File: src/rtl/lcd_write_sequencer.sv
// lcd_write_sequencer: byte-to-nibble writer for a 4-bit HD44780-style LCD bus.
// Latency: accept to first LCD_E rise = 1 + P_SETUP cycles; accept to next oReady =
//   1 + 2*P_SETUP + 2*P_E_HIGH + P_NIB_GAP + (P_CMD_WAIT or P_CLEAR_WAIT).
// Backpressure: oReady is high only when idle; iReq while oReady=0 is dropped (no queue).
//
// Optional build macro LCD_CONFIG_SEQ_EN: after init done, issue 0x28, 0x06, 0x0C, 0x01
// before the first READY. Without it, the block goes straight to READY.
//
// Ports:
//   Clock, Reset             : clock, synchronous active-high reset
//   iInitDone                : power-on init finished (level)
//   iReq, iRS, iData         : write request, register select, byte (sampled when oReady=1)
//   oReady, oConfigDone      : idle/accepting, configuration finished (sticky)
//   LCD_E, LCD_RS, LCD_RW    : LCD strobe, register select, read/write (tied to write)
//   SF_DATA                  : LCD DB7..DB4
//   oLCD_StrataFlashControl  : tied high to keep the shared StrataFlash disabled
module lcd_write_sequencer #(
  parameter int unsigned P_SETUP      = 2,
  parameter int unsigned P_E_HIGH     = 12,
  parameter int unsigned P_NIB_GAP    = 50,
  parameter int unsigned P_CMD_WAIT   = 2000,
  parameter int unsigned P_CLEAR_WAIT = 82000
) (
  input  logic       Clock,
  input  logic       Reset,
  input  logic       iInitDone,
  input  logic       iReq,
  input  logic       iRS,
  input  logic [7:0] iData,
  output logic       oReady,
  output logic       oConfigDone,
  output logic       LCD_E,
  output logic       LCD_RS,
  output logic       LCD_RW,
  output logic [3:0] SF_DATA,
  output logic       oLCD_StrataFlashControl
);

  typedef enum logic [3:0] {
    S_WAIT_INIT,
    S_CFG_LOAD,
    S_HI_SETUP,
    S_HI_PULSE,
    S_NIB_GAP,
    S_LO_SETUP,
    S_LO_PULSE,
    S_BYTE_WAIT,
    S_READY
  } state_t;

  state_t      state;
  logic [31:0] cnt;
  logic [31:0] dur;
  logic        last;
  logic [7:0]  byte_q;
  logic        rs_q;
  logic        long_wait;

  assign LCD_RW                  = 1'b0;
  assign oLCD_StrataFlashControl = 1'b1;

  // Clear (0x01) and return-home (0x02) commands need the long execution wait.
  assign long_wait = !rs_q && (byte_q == 8'h01 || byte_q == 8'h02);

  always_comb begin
    dur = 32'd1;
    case (state)
      S_HI_SETUP, S_LO_SETUP: dur = P_SETUP;
      S_HI_PULSE, S_LO_PULSE: dur = P_E_HIGH;
      S_NIB_GAP:              dur = P_NIB_GAP;
      S_BYTE_WAIT:            dur = long_wait ? P_CLEAR_WAIT : P_CMD_WAIT;
      default:                dur = 32'd1;
    endcase
  end

  assign last = (cnt == dur - 32'd1);

`ifdef LCD_CONFIG_SEQ_EN
  logic [1:0] cfg_idx;

  function automatic logic [7:0] cfg_byte(input logic [1:0] idx);
    case (idx)
      2'd0:    cfg_byte = 8'h28;  // function set: 4-bit, 2 lines
      2'd1:    cfg_byte = 8'h06;  // entry mode: increment, no shift
      2'd2:    cfg_byte = 8'h0C;  // display on, cursor off
      default: cfg_byte = 8'h01;  // clear display
    endcase
  endfunction
`endif

  always_ff @(posedge Clock) begin
    if (Reset) begin
      state       <= S_WAIT_INIT;
      cnt         <= 32'd0;
      byte_q      <= 8'h00;
      rs_q        <= 1'b0;
      oReady      <= 1'b0;
      oConfigDone <= 1'b0;
      LCD_E       <= 1'b0;
      LCD_RS      <= 1'b0;
      SF_DATA     <= 4'h0;
`ifdef LCD_CONFIG_SEQ_EN
      cfg_idx     <= 2'd0;
`endif
    end else begin
      // Timed states count up and clear on exit; every transition below clears cnt.
      cnt <= last ? 32'd0 : cnt + 32'd1;
      case (state)
        S_WAIT_INIT: begin
          cnt <= 32'd0;
          if (iInitDone) begin
`ifdef LCD_CONFIG_SEQ_EN
            state <= S_CFG_LOAD;
`else
            state       <= S_READY;
            oReady      <= 1'b1;
            oConfigDone <= 1'b1;
`endif
          end
        end
`ifdef LCD_CONFIG_SEQ_EN
        S_CFG_LOAD: begin
          cnt     <= 32'd0;
          byte_q  <= cfg_byte(cfg_idx);
          rs_q    <= 1'b0;
          SF_DATA <= cfg_byte(cfg_idx) >> 4;
          LCD_RS  <= 1'b0;
          LCD_E   <= 1'b0;
          state   <= S_HI_SETUP;
        end
`endif
        S_HI_SETUP: if (last) begin
          state <= S_HI_PULSE;
          LCD_E <= 1'b1;
        end
        S_HI_PULSE: if (last) begin
          state <= S_NIB_GAP;
          LCD_E <= 1'b0;
        end
        S_NIB_GAP: if (last) begin
          state   <= S_LO_SETUP;
          SF_DATA <= byte_q[3:0];
        end
        S_LO_SETUP: if (last) begin
          state <= S_LO_PULSE;
          LCD_E <= 1'b1;
        end
        S_LO_PULSE: if (last) begin
          state <= S_BYTE_WAIT;
          LCD_E <= 1'b0;
        end
        S_BYTE_WAIT: if (last) begin
`ifdef LCD_CONFIG_SEQ_EN
          // oConfigDone still low means this byte belongs to the config sequence.
          if (!oConfigDone && cfg_idx != 2'd3) begin
            cfg_idx <= cfg_idx + 2'd1;
            state   <= S_CFG_LOAD;
          end else begin
            state       <= S_READY;
            oReady      <= 1'b1;
            oConfigDone <= 1'b1;
          end
`else
          state       <= S_READY;
          oReady      <= 1'b1;
          oConfigDone <= 1'b1;
`endif
        end
        S_READY: begin
          cnt <= 32'd0;
          if (iReq) begin
            byte_q  <= iData;
            rs_q    <= iRS;
            SF_DATA <= iData[7:4];
            LCD_RS  <= iRS;
            oReady  <= 1'b0;
            state   <= S_HI_SETUP;
          end
        end
        default: begin
          state <= S_WAIT_INIT;
          cnt   <= 32'd0;
        end
      endcase
    end
  end

endmodule

File: config.mk
export PLATFORM = sky130hd
export DESIGN_NAME = lcd_write_sequencer
export DESIGN_NICKNAME = d
export VERILOG_FILES = /design/src/rtl/lcd_write_sequencer.sv
export SDC_FILE = /design/constraint.sdc
export NUM_CORES = 1
export LEC_CHECK = 0
export CAP_MARGIN = 20
export CORE_ASPECT_RATIO = 2
export CORE_MARGIN = 1.5
export CORE_UTILIZATION = 32
export CTS_BUF_LIST = sky130_fd_sc_hd__clkbuf_16
export CTS_CLUSTER_DIAMETER = 50
export DETAILED_ROUTE_END_ITERATION = 10
export HOLD_SLACK_MARGIN = 0.12
export PLACE_DENSITY = 0.54
export SYNTH_ARGS = -nofsm -noshare
export SYNTH_HDL_FRONTEND = slang
export SYNTH_SLANG_ARGS = --single-unit
File: constraint.sdc
create_clock -name Clock -period 4.19 [get_ports Clock]
set_input_delay 1.0475 -clock Clock [delete_from_list [all_inputs] [get_ports Clock]]
set_output_delay 1.0475 -clock Clock [all_outputs]
set_load 0.05 [all_outputs]
==> results.cfg <==
[grt]
met2_usage = 0.276
grtUsageMet3 = 0.0248
busiest_layer = met2
grt_antenna_before_repair = 0
grt_util_met1 = 0.164
grt-ovfl-total = 0
grt_first_pass_wirelength_microns = 10400
grt_usage = 0.150
grt_max_degree = 33
grt_pass1_vias = 2155

[worst_setup_path]
startpoint = state[0]
worstPathArrival_ns = 3.53
reg2reg_from = state[0]
crit_required_ns = 4.36
startpoint_type = flop
worst-setup-path-type = flop to flop
cp_max_fo = 32
endpoint_kind = flop

[placement]
gp_congestion = 0.787
place_area_sq_um = 2880
port_buffers = 20
dp_cells = 429
dp_hpwl_microns = 4550

[yosys]
ys_types = 40
yosysSeqAreaShare = 0.393
synth_area_sq_um = 2650
synth_area_per_cell_sq_um = 8.05
syn-instance-count = 329
ys_ff_latch = 52
yosysWarnings = 0

[clock_tree]
cts-resized-gates = 0
postCtsHoldBufs = 0
clk_pin_slew_ns = 0.07
root_buffer = clkbuf_16
htreeDepth = 2
cts_sinks = 52
cts_tree = done
postCtsSetupBuffers = 0
cts-buffers-inserted = 5
cts_buffer_depth = 2
clk_latency_ns = 0.29

[pwr]
powerDensity_nw_per_um2 = 392
p_leak_nw = 1.03
vdd_drop_max_uv = 207

[worst_hold_path]
min_from = byte_q[7]
hp-class = flop to flop

[timing]
worst_pin_slew_ns = 0.917
finalSetupTns_ns = 0
whs_ns = 0.453
hold_viol_final = 0
rsz0062_at_grt = no
fin_crit_ns = 3.35
final.period_utilization = 0.800
fmax_ghz = 0.298
report.final.slew_viol_count = 0
final-setup-viol-count = 0
finalClockSkew_ns = 0.00504
slew_headroom = 0.383

[routing]
via_count = 2187
drc_errors = 0
drt_iter0_drc = 118
avgViaCountPerCell = 5.02
ant_nets = 0
dr.pass1.iters = 6
routed_wl_microns = 6080
detail_route.wl_per_cell_microns = 13.9

[layout]
stdcell_area_sq_um = 3060
fin_util = 0.383
nets = 356
finalNonFillerCells = 436
layout_common_cells = 60 x nor2_1, 52 x dfxtp_1, 39 x nand2_1, 27 x xor2_1, 20 x clkdlybuf4s50_1
final_common_cell = nor2_1
drive_gt1_frac = 0.0412
syn2layout_area_growth_pct = 15.6
antenna-diode-count = 0

[floorplan]
rows = 46
chipHeight_microns = 132
die-area_sq_um = 8870
core_area_sq_um = 8000
ios = 23
die_x_microns = 67.4
initial_utilization = 0.331

[job]
maxCapViolCount = 0

[status]
outcome = finished clean
-- metal layers --
layer	share of wire	vias up
li1	-	1134
met1	0.40	1015
met2	0.56	32
met3	0.023	6
met4	0.016	0
met5	0	-
-- Yosys cell counts --
master    count  area (sq um)
a211oi_1      1          7.51
a21oi_1      15          75.1
a22oi_1       1          7.51
a311o_1       1          10.0
a31o_2        1          8.76
and2_1        1          6.26
and3_1        7          43.8
and4_1        1          8.76
buf_2         2          10.0
buf_4         2          15.0
buf_6         4          45.0
clkbuf_1     11          41.3
conb_1        2          7.51
dfxtp_1      52          1040
ha_1          3          37.5
inv_1         4          15.0
mux2_2        1          11.3
mux2i_1       6          60.1
nand2_1      39           146
nand2b_1      5          31.3
nand3_1      17          85.1
nand3b_1      3          22.5
nand4_1       7          43.8
nand4b_1      1          8.76
nor2_1       60           225
nor3_1       12          60.1
nor3_2        1          10.0
nor4_1       11          68.8
nor4b_1       2          17.5
nor4b_4       1          23.8
o21a_1        4          30.0
o21ai_0       3          15.0
o22ai_2       1          12.5
o31ai_1       1          7.51
o41ai_1       1          8.76
or2_1         1          6.26
or3_1         3          18.8
or4_1         2          15.0
xnor2_1      12           105
xor2_1       27           236
-- cells by family (layout without fill, tap and decap cells) --
kind of cell,Yosys count,after routing,synth area share
adder cells (fa/ha/maj),3,3,0.0142
AO/OA/AOI/OAI,29,29,0.0689
buffers and inverters,23,33,0.0477
AND/OR/NAND/NOR,174,174,0.318
XOR/XNOR,39,39,0.129
flip-flops,52,52,0.393
multiplexers,7,7,0.0269
other,2,3,0.00283
-- area by class of cell --
type                    count  area (sq um)
fillers                   850          4940
clock buffers               5           125
inverters                   4          15.0
multi-input cells         255          1490
repair buffers             22           215
flip-flops and latches     52          1040
well taps                  96           120
clock inverters             2          60.1
-- where the power goes --
part | switching (mW) | internal (mW) | total (mW)
sequential | 0.0181 | 0.509 | 0.527
clock | 0.183 | 0.339 | 0.522
combinational | 0.0909 | 0.0600 | 0.151
total | 0.292 | 0.908 | 1.20
-- critical path: stages, from the launching register on --
cell and delay, ns:
dfxtp_1 0.57, nand4b_1 0.30, or4_1 0.60, ha_1 0.31
xor2_1 0.18, nand4_1 0.10, nor2_1 0.13, nand4_1 0.20
nor2_1 0.30, or2_1 0.14, buf_4 0.31, nor2_1 0.09
-- worst paths after layout --
| kind | to | slack, ns | cells past startpoint |
|---|---|---|---|
| setup / recovery | cnt[2] | 0.84 | 11 |
| hold / removal | byte_q[7] | 0.45 | 2 |
| setup reg to reg | cnt[2] | 0.84 | 11 |
| hold reg to reg | byte_q[7] | 0.45 | 2 |
-- state kept, by name (all words and copies together) (netlist names) --
name / cells
SF_DATA: 4
byte_q: 8
oReady: 1
cnt: 32
state: 4
oConfigDone: 1
rs_q: 1
LCD_E: 1
-- through the flow --
step           worst slack, ns  power, mW
2_1_floorplan             1.01      0.649
3_3_place_gp             0.878      0.690
3_5_place_dp             0.826      0.690
4_1_cts                  0.814       1.21
5_1_grt                  0.482       1.24
6_report                 0.837       1.20
Power figures use the tool's default switching activity.
